==> config.mk <==
export PLATFORM = sky130hd
export DESIGN_NAME = aes_enc_round_ctrl
export DESIGN_NICKNAME = d
export VERILOG_FILES = /design/src/rtl/aes_enc_round_ctrl.sv
export SDC_FILE = /design/constraint.sdc
export NUM_CORES = 2
export LEC_CHECK = 0
export BUFFER_PORTS_ARGS = -buffer_cell sky130_fd_sc_hd__buf_4
export CAP_MARGIN = 30
export CORE_UTILIZATION = 29
export CTS_CLUSTER_DIAMETER = 150
export CTS_CLUSTER_SIZE = 30
export DETAILED_ROUTE_END_ITERATION = 6
export MAX_ROUTING_LAYER = met4
export PLACE_DENSITY = 0.4
export SETUP_SLACK_MARGIN = 0.5
export SYNTH_ARGS = -nofsm -noshare
export SYNTH_HDL_FRONTEND = slang
export SYNTH_SLANG_ARGS = --single-unit
==> constraint.sdc <==
create_clock -name clk -period 12 [get_ports clk]
set_input_delay 0.6 -clock clk [delete_from_list [all_inputs] [get_ports clk]]
set_output_delay 0.6 -clock clk [all_outputs]
set_load 0.05 [all_outputs]
==> src/rtl/aes_enc_round_ctrl.sv <==
// Iterative AES-128 encryption controller: one cipher round per clock with
// an on-the-fly key schedule and valid/ready handshakes on both sides.
// One block in flight; FSM IDLE -> ROUND (x10) -> DONE -> IDLE.
module aes_enc_round_ctrl (
    input  logic         clk,
    input  logic         rst_n,
    input  logic         in_valid,
    output logic         in_ready,
    input  logic [127:0] in_data,
    input  logic [127:0] in_key,
    output logic         out_valid,
    input  logic         out_ready,
    output logic [127:0] out_data,
    output logic         busy,
    output logic [3:0]   round_cnt
);

    localparam logic [1:0] IDLE  = 2'd0;
    localparam logic [1:0] ROUND = 2'd1;
    localparam logic [1:0] DONE  = 2'd2;

    // Forward S-box, entry 0 in the most significant byte.
    localparam logic [2047:0] SBOX_TABLE = {
        128'h637c777bf26b6fc53001672bfed7ab76, 128'hca82c97dfa5947f0add4a2af9ca472c0,
        128'hb7fd9326363ff7cc34a5e5f171d83115, 128'h04c723c31896059a071280e2eb27b275,
        128'h09832c1a1b6e5aa0523bd6b329e32f84, 128'h53d100ed20fcb15b6acbbe394a4c58cf,
        128'hd0efaafb434d338545f9027f503c9fa8, 128'h51a3408f929d38f5bcb6da2110fff3d2,
        128'hcd0c13ec5f974417c4a77e3d645d1973, 128'h60814fdc222a908846eeb814de5e0bdb,
        128'he0323a0a4906245cc2d3ac629195e479, 128'he7c8376d8dd54ea96c56f4ea657aae08,
        128'hba78252e1ca6b4c6e8dd741f4bbd8b8a, 128'h703eb5664803f60e613557b986c11d9e,
        128'he1f8981169d98e949b1e87e9ce5528df, 128'h8ca1890dbfe6426841992d0fb054bb16
    };

    // Entry b sits at byte offset 255-b from the LSB, i.e. ~b for an 8-bit b.
    function automatic logic [7:0] sbox(input logic [7:0] b);
        return SBOX_TABLE[{~b, 3'b000} +: 8];
    endfunction

    // Multiply by x in GF(2^8) with the AES polynomial.
    function automatic logic [7:0] xtime(input logic [7:0] b);
        return {b[6:0], 1'b0} ^ (b[7] ? 8'h1b : 8'h00);
    endfunction

    logic [1:0]   fsm_q, fsm_d;
    logic [127:0] state_q, state_d;
    logic [127:0] rk_q, rk_d;
    logic [3:0]   round_cnt_q, round_cnt_d;
    logic [7:0]   rcon_q, rcon_d;

    logic [127:0] sb;      // SubBytes(state)
    logic [127:0] sr;      // ShiftRows(SubBytes(state))
    logic [127:0] mc;      // MixColumns(ShiftRows(SubBytes(state)))
    logic [127:0] nk;      // next round key
    logic [127:0] rnd;     // full round result
    logic [31:0]  sw;      // SubWord(RotWord(w3))
    logic [31:0]  kt;      // SubWord(RotWord(w3)) ^ Rcon

    genvar gi;

    // Sixteen state S-boxes.
    generate
        for (gi = 0; gi < 16; gi++) begin : g_sub
            assign sb[8*gi +: 8] = sbox(state_q[8*gi +: 8]);
        end
    endgenerate

    // ShiftRows: byte (row r, col c) takes byte (row r, col (c+r) mod 4).
    generate
        for (gi = 0; gi < 16; gi++) begin : g_shift
            localparam int ROW = gi % 4;
            localparam int SRC = 4 * (((gi / 4) + ROW) % 4) + ROW;
            assign sr[8*gi +: 8] = sb[8*SRC +: 8];
        end
    endgenerate

    // MixColumns, one column per iteration.
    generate
        for (gi = 0; gi < 4; gi++) begin : g_mix
            logic [7:0] a0, a1, a2, a3;
            assign a0 = sr[32*gi +: 8];
            assign a1 = sr[32*gi + 8 +: 8];
            assign a2 = sr[32*gi + 16 +: 8];
            assign a3 = sr[32*gi + 24 +: 8];
            assign mc[32*gi +: 8]      = xtime(a0) ^ (xtime(a1) ^ a1) ^ a2 ^ a3;
            assign mc[32*gi + 8 +: 8]  = a0 ^ xtime(a1) ^ (xtime(a2) ^ a2) ^ a3;
            assign mc[32*gi + 16 +: 8] = a0 ^ a1 ^ xtime(a2) ^ (xtime(a3) ^ a3);
            assign mc[32*gi + 24 +: 8] = (xtime(a0) ^ a0) ^ a1 ^ a2 ^ xtime(a3);
        end
    endgenerate

    // Key schedule: four S-boxes on the rotated last word.
    generate
        for (gi = 0; gi < 4; gi++) begin : g_ksub
            assign sw[8*gi +: 8] = sbox(rk_q[96 + 8*((gi + 1) % 4) +: 8]);
        end
    endgenerate

    assign kt            = sw ^ {24'h000000, rcon_q};
    assign nk[31:0]      = rk_q[31:0]   ^ kt;
    assign nk[63:32]     = rk_q[63:32]  ^ nk[31:0];
    assign nk[95:64]     = rk_q[95:64]  ^ nk[63:32];
    assign nk[127:96]    = rk_q[127:96] ^ nk[95:64];

    // The final round skips MixColumns.
    assign rnd = ((round_cnt_q == 4'd10) ? sr : mc) ^ nk;

    // Next-state logic for the FSM, state, round key, counter and Rcon.
    always_comb begin
        fsm_d       = fsm_q;
        state_d     = state_q;
        rk_d        = rk_q;
        round_cnt_d = round_cnt_q;
        rcon_d      = rcon_q;
        case (fsm_q)
            IDLE: begin
                if (in_valid) begin
                    state_d     = in_data ^ in_key;
                    rk_d        = in_key;
                    round_cnt_d = 4'd1;
                    rcon_d      = 8'h01;
                    fsm_d       = ROUND;
                end
            end
            ROUND: begin
                state_d = rnd;
                rk_d    = nk;
                rcon_d  = xtime(rcon_q);
                if (round_cnt_q == 4'd10) begin
                    fsm_d = DONE;
                end else begin
                    round_cnt_d = round_cnt_q + 4'd1;
                end
            end
            DONE: begin
                if (out_ready) begin
                    fsm_d       = IDLE;
                    round_cnt_d = 4'd0;
                end
            end
            default: begin
                fsm_d       = IDLE;
                round_cnt_d = 4'd0;
            end
        endcase
    end

    // Register update with asynchronous active-low clear.
    always_ff @(posedge clk or negedge rst_n) begin
        if (!rst_n) begin
            fsm_q       <= IDLE;
            state_q     <= 128'h0;
            rk_q        <= 128'h0;
            round_cnt_q <= 4'd0;
            rcon_q      <= 8'h00;
        end else begin
            fsm_q       <= fsm_d;
            state_q     <= state_d;
            rk_q        <= rk_d;
            round_cnt_q <= round_cnt_d;
            rcon_q      <= rcon_d;
        end
    end

    assign in_ready  = (fsm_q == IDLE);
    assign out_valid = (fsm_q == DONE);
    assign busy      = (fsm_q != IDLE);
    assign out_data  = state_q;
    assign round_cnt = round_cnt_q;

endmodule

**After elaboration in Yosys (flattened, before gate mapping)**

Index checks and enable logic that the tools add are counted.

- Register bits after elaboration: 270
- Input bits: 260

- $add $sub $neg: 1
- Equality and inequality tests: 7
- Shift-type cells: 20
- Mux-type cells: 32
- Bitwise gates (word level): 108
- Reductions and logical operators: 6

Operators with widths:

| operator | number |
|---|---|
| $shiftx 2048x12->8 const A | 20 |
| $pmux 128 s2 | 2 |
| $xor 8x8->8 | 64 |
| $mux 128 | 3 |
| $xor 128x128->128 | 2 |
| $not 8->8 | 20 |
| $xor 8x5->8 | 17 |
| $xor 32x32->32 | 4 |
| $mux 5 | 17 |
| $xor 32x8->32 | 1 |
| $pmux 8 s2 | 1 |
| $mux 4 | 3 |
| $pmux 4 s3 | 1 |
| $mux 8 | 1 |
| $mux 2 | 3 |
| $ne 2x2->1 const B | 3 |
| $pmux 2 s3 | 1 |
| $reduce_and 3->1 | 2 |
| $add 4x1->4 const B | 1 |
| $eq 4x4->1 const B | 1 |
| $reduce_bool 2->1 | 2 |
| $eq 2x1->1 const B | 1 |
| $eq 2x2->1 const B | 1 |
| $logic_not 2->1 | 1 |
| other kinds (2) | 2 |

**Logic depth before layout (Yosys ltp)**

- Depth after elaboration: 11
- Mapped depth: 19
- Gate-level depth less buffers: 13

**Worst setup path after synthesis**

Ideal clock, no wire load.

- Path kind: reg2reg
- Start point: reg state_q[64] (netlist: out_data[64])
- End point: reg state_q[65] (netlist: out_data[65])
- Arrival time: 4,663 ps
- Slack: 7,207 ps
- Cell stages (with the launch flop): 17
- Period minus slack after synthesis: 4,793 ps
- Cells stage by stage: dfrtp_1 clkbuf_1 buf_2 clkinv_1 ha_1 clkbuf_1 nor2b_1 o311ai_0 a21oi_1 a2111oi_1 o2bb2ai_4 xor2_1 xor3_1 xnor3_1 mux2i_1 xnor2_1 o21ai_1

- Longest elaborated chain between the ends: 10

RTL lines:

| what | RTL line | source |
|---|---|---|
| start, declared | 45 | `logic [127:0] state_q, state_d;` |
| start signal, assigned | 157 | `state_q <= state_d;` |
| $not 8->8 * | 36 | `return SBOX_TABLE[{~b, 3'b000} +: 8];` |
| $shiftx 2048x12->8 * | 36 |  |
| $mux 5 | 41 | `return {b[6:0], 1'b0} ^ (b[7] ? 8'h1b : 8'h00);` |
| $xor 8x5->8 | 41 |  |
| $xor 8x8->8 (3 in series) | 84 | `assign mc[32*gi +: 8] = xtime(a0) ^ (xtime(a1) ^ a1) ^ a2 ^ a3;` |
| $mux 128 * | 105 | `assign rnd = ((round_cnt_q == 4'd10) ? sr : mc) ^ nk;` |
| $xor 128x128->128 * | 105 |  |
| $pmux 128 s2 * | 114 | `case (fsm_q)` |

Every way passes the cells marked *; elsewhere a longest branch is shown, timed or not.
A chain may end at the register's enable or synchronous reset.

**Final worst setup path**

- Start point: reg state_q[121] (netlist: out_data[121])
- End point: reg state_q[23] (netlist: out_data[23])

- Longest elaborated chain between the ends: 8

RTL lines:

| what | RTL line | source |
|---|---|---|
| $not 8->8 * | 36 |  |
| $shiftx 2048x12->8 * | 36 |  |
| $xor 8x5->8 | 41 |  |
| $xor 8x8->8 * (2 in series) | 86 | `assign mc[32*gi + 16 +: 8] = a0 ^ a1 ^ xtime(a2) ^ (xtime(a3) ^ a3);` |
| $mux 128 * | 105 |  |
| $xor 128x128->128 * | 105 |  |
| $pmux 128 s2 * | 114 |  |

Marked as above.

==> results.toml <==
[finish]
drive_above_1_share = 0.137
ff_latch_area_um2 = 6930
area_growth_pct = 5.70
nNetsFinal = 12559
fillers = 34143
multiInputGateArea_um2 = 76800

[worst_setup_path]
cp_max_fo = 40
start_kind = "flip-flop"
crit_arrival_ps = 7120
rrSetupSlack_ps = 5350
critPathKind = "reg2reg"
required_ps = 12470
endpoint_kind = "flip-flop"
timing.rr.end = "out_data[23]"
r2r-start = "out_data[121]"
reg2reg_depth = 14

[synthesis]
yosysTopAreaCell = "mux4_2"
synth.top_cell.area_share = 0.0852
ys_ff_latch = 270
synth.most_common_cell = "a21oi_1"
yosys-top-cells-area = "mux4_2 (8.5%), dfrtp_1 (7.4%), a21oi_1 (5.9%)"
synthCells = 12731
yosys_warnings = 0
synth_seq_area_share = 0.0739
ys_types = 133
syn-num-nets = 13285
ys_top_cells_by_count = "a21oi_1 (1073), o21ai_0 (979), nand2_1 (951)"
avgSynthCellArea_um2 = 7.18
syn_area_um2 = 91400
synth_edf_count = 0
synth-async-reset-ratio = 1.00
ys.flop_type = "dfrtp_1"

[die]
die_area_um2 = 317000
num_rows = 205
ios = 395
dieHeight_um = 563
core_um2 = 313000
start_util = 0.292
die_w_um = 563

[worst_hold_path]
hold_path_end = "fsm_q[1]"
min_path_cells = 2
min-delay-start = "out_ready"
min_path_type = "in2reg"

[place]
place_congestion = 1.01
portBuffers = 394
hpwl_um = 422000

[outcome]
outcome = "completed"

[sta]
final_max_slew_viol_count = 0
fmax_mhz = 150
hold_viol = 0
rsz0062_at_grt = "no"
setup_viol = 0
tightest_slew_ps = 1140
fin_worst_skew_ps = 47.3
setup-tns-final_ps = 0
slew-limit-headroom = 0.235
period_share = 0.554
period_needed_ps = 6650

[detailed_routing]
routed_wl_um = 578000
final_antenna_net_count = 0
route.detailed.drc = 0
routedWlPerCell_um = 35.8
drtIter0Drc = 18344
vias = 110211
dr.pass1.iters = 7
viasPerCell = 6.81

[clock_tree]
cts_buffers = 19
root_buffer = "clkbuf_16"
clk_pin_slew_ps = 140
cts_tree = "built"
clock-sinks = 270
ctsResizeCount = 0
cts_max_level = 1
clk_path_buf_depth = 3
postCtsSetupBuffers = 0
clock_latency_ps = 660

[global_routing]
grt_pass1_vias = 100996
grt_max_degree = 126
antenna_found_initial = 24
grt_overflow = 0
grt_util_all_layers = 0.356
grt_pass1_wl_um = 811000

[run]
cap_violations = 0
-- kinds of logic after synthesis --
kind of cell               Yosys count  synth area share
AOI/OAI and AO/OA                 4778             0.354
buffers and inverters             1765            0.0866
muxes                              668             0.122
xor gates and xnor gates           879             0.101
and+or+nand+nor                   4076             0.221
adders and majority gates          295            0.0404
DFF                                270            0.0739
-- how the worst max path moves through the flow --
stage	cells after the start	slack, ps	endpoint	startpoint
detailed placement	14	5580	out_data[23]	out_data[121]
floorplan	16	7210	out_data[65]	out_data[64]
global route	14	5320	out_data[23]	out_data[121]
finish	14	5350	out_data[23]	out_data[121]
global placement	13	5220	out_data[23]	out_data[121]
CTS	14	5520	out_data[23]	out_data[121]
-- cell usage in the layout, fill, tap and decap left out, types with 146 or more instances in the layout --
master    count
o211ai_1    233
o311ai_0    175
nor2b_1     364
o22ai_1     177
o21ai_0     978
nor3_1      409
nand2_1     946
nand2b_1    411
nor2_1      872
a211oi_1    218
inv_1       184
mux2i_1     233
buf_4       767
a21oi_1    1073
xor2_1      285
nand3_1     383
o31ai_1     146
mux4_2      346
a311oi_1    188
xnor2_1     463
ha_1        294
a31oi_1     233
dfrtp_1     202
-- area by class of cell --
cell class | instances | share of cell area
sequential | 270 | 0.0717
inverter | 232 | 0.00908
timing repair buffer | 786 | 0.0621
clock inverter | 13 | 0.00278
tap | 4140 | 0.0536
antenna | 20 | 0.000518
multi-input combinational | 10696 | 0.795
clock buffer | 21 | 0.00500
-- metal layers --
layer | wire length, um | up-vias | GRT usage
met3 | 53900 | 956 | 0.0522
met2 | 247000 | 7368 | 0.518
li1 | - | 46616 | -
met1 | 244000 | 55271 | 0.482
met4 | 33600 | 0 | 0.168
met5 | 0 | - | -
-- state kept, by name, indices dropped and copies added (netlist names) --
| signal | count |
|---|---|
| rk_q | 128 |
| out_data | 128 |
| fsm_q | 2 |
| rcon_q | 8 |
| round_cnt | 4 |
-- critical path: stages, from the launching register on --
cell and delay, ps:
dfrtp_1 370, buf_4 450, clkinv_1 750, ha_1 710
nand2_1 460, nand2_1 180, a21boi_0 280, mux4_2 350
a211o_1 160, nand3_1 480, xor2_1 550, xnor3_1 300
o21ai_0 530, mux2i_1 680, o21ai_0 180
-- per-stage QoR --
stage               instances  instance area, um2  setup WS [ps]  utilization  hold WS, ps
finish                  16178               96600           5350        0.309          111
global route            16176               96600           5320        0.309          114
CTS                     16153               96500           5520        0.309          104
detailed placement      16118               95800           5580        0.306          497
global placement        16098               95600           5220        0.306          488
floorplan               12731               91400           7210            -          304
-- timing repair --
item / in CTS / in global routing
setup endpoints to repair: 0 / 0
hold endpoints to repair: 50 / 0
hold buffers: 1 / 0
Power is not shown: default switching activity piles up to over one toggle a cycle in this logic, so the estimate is an artifact.
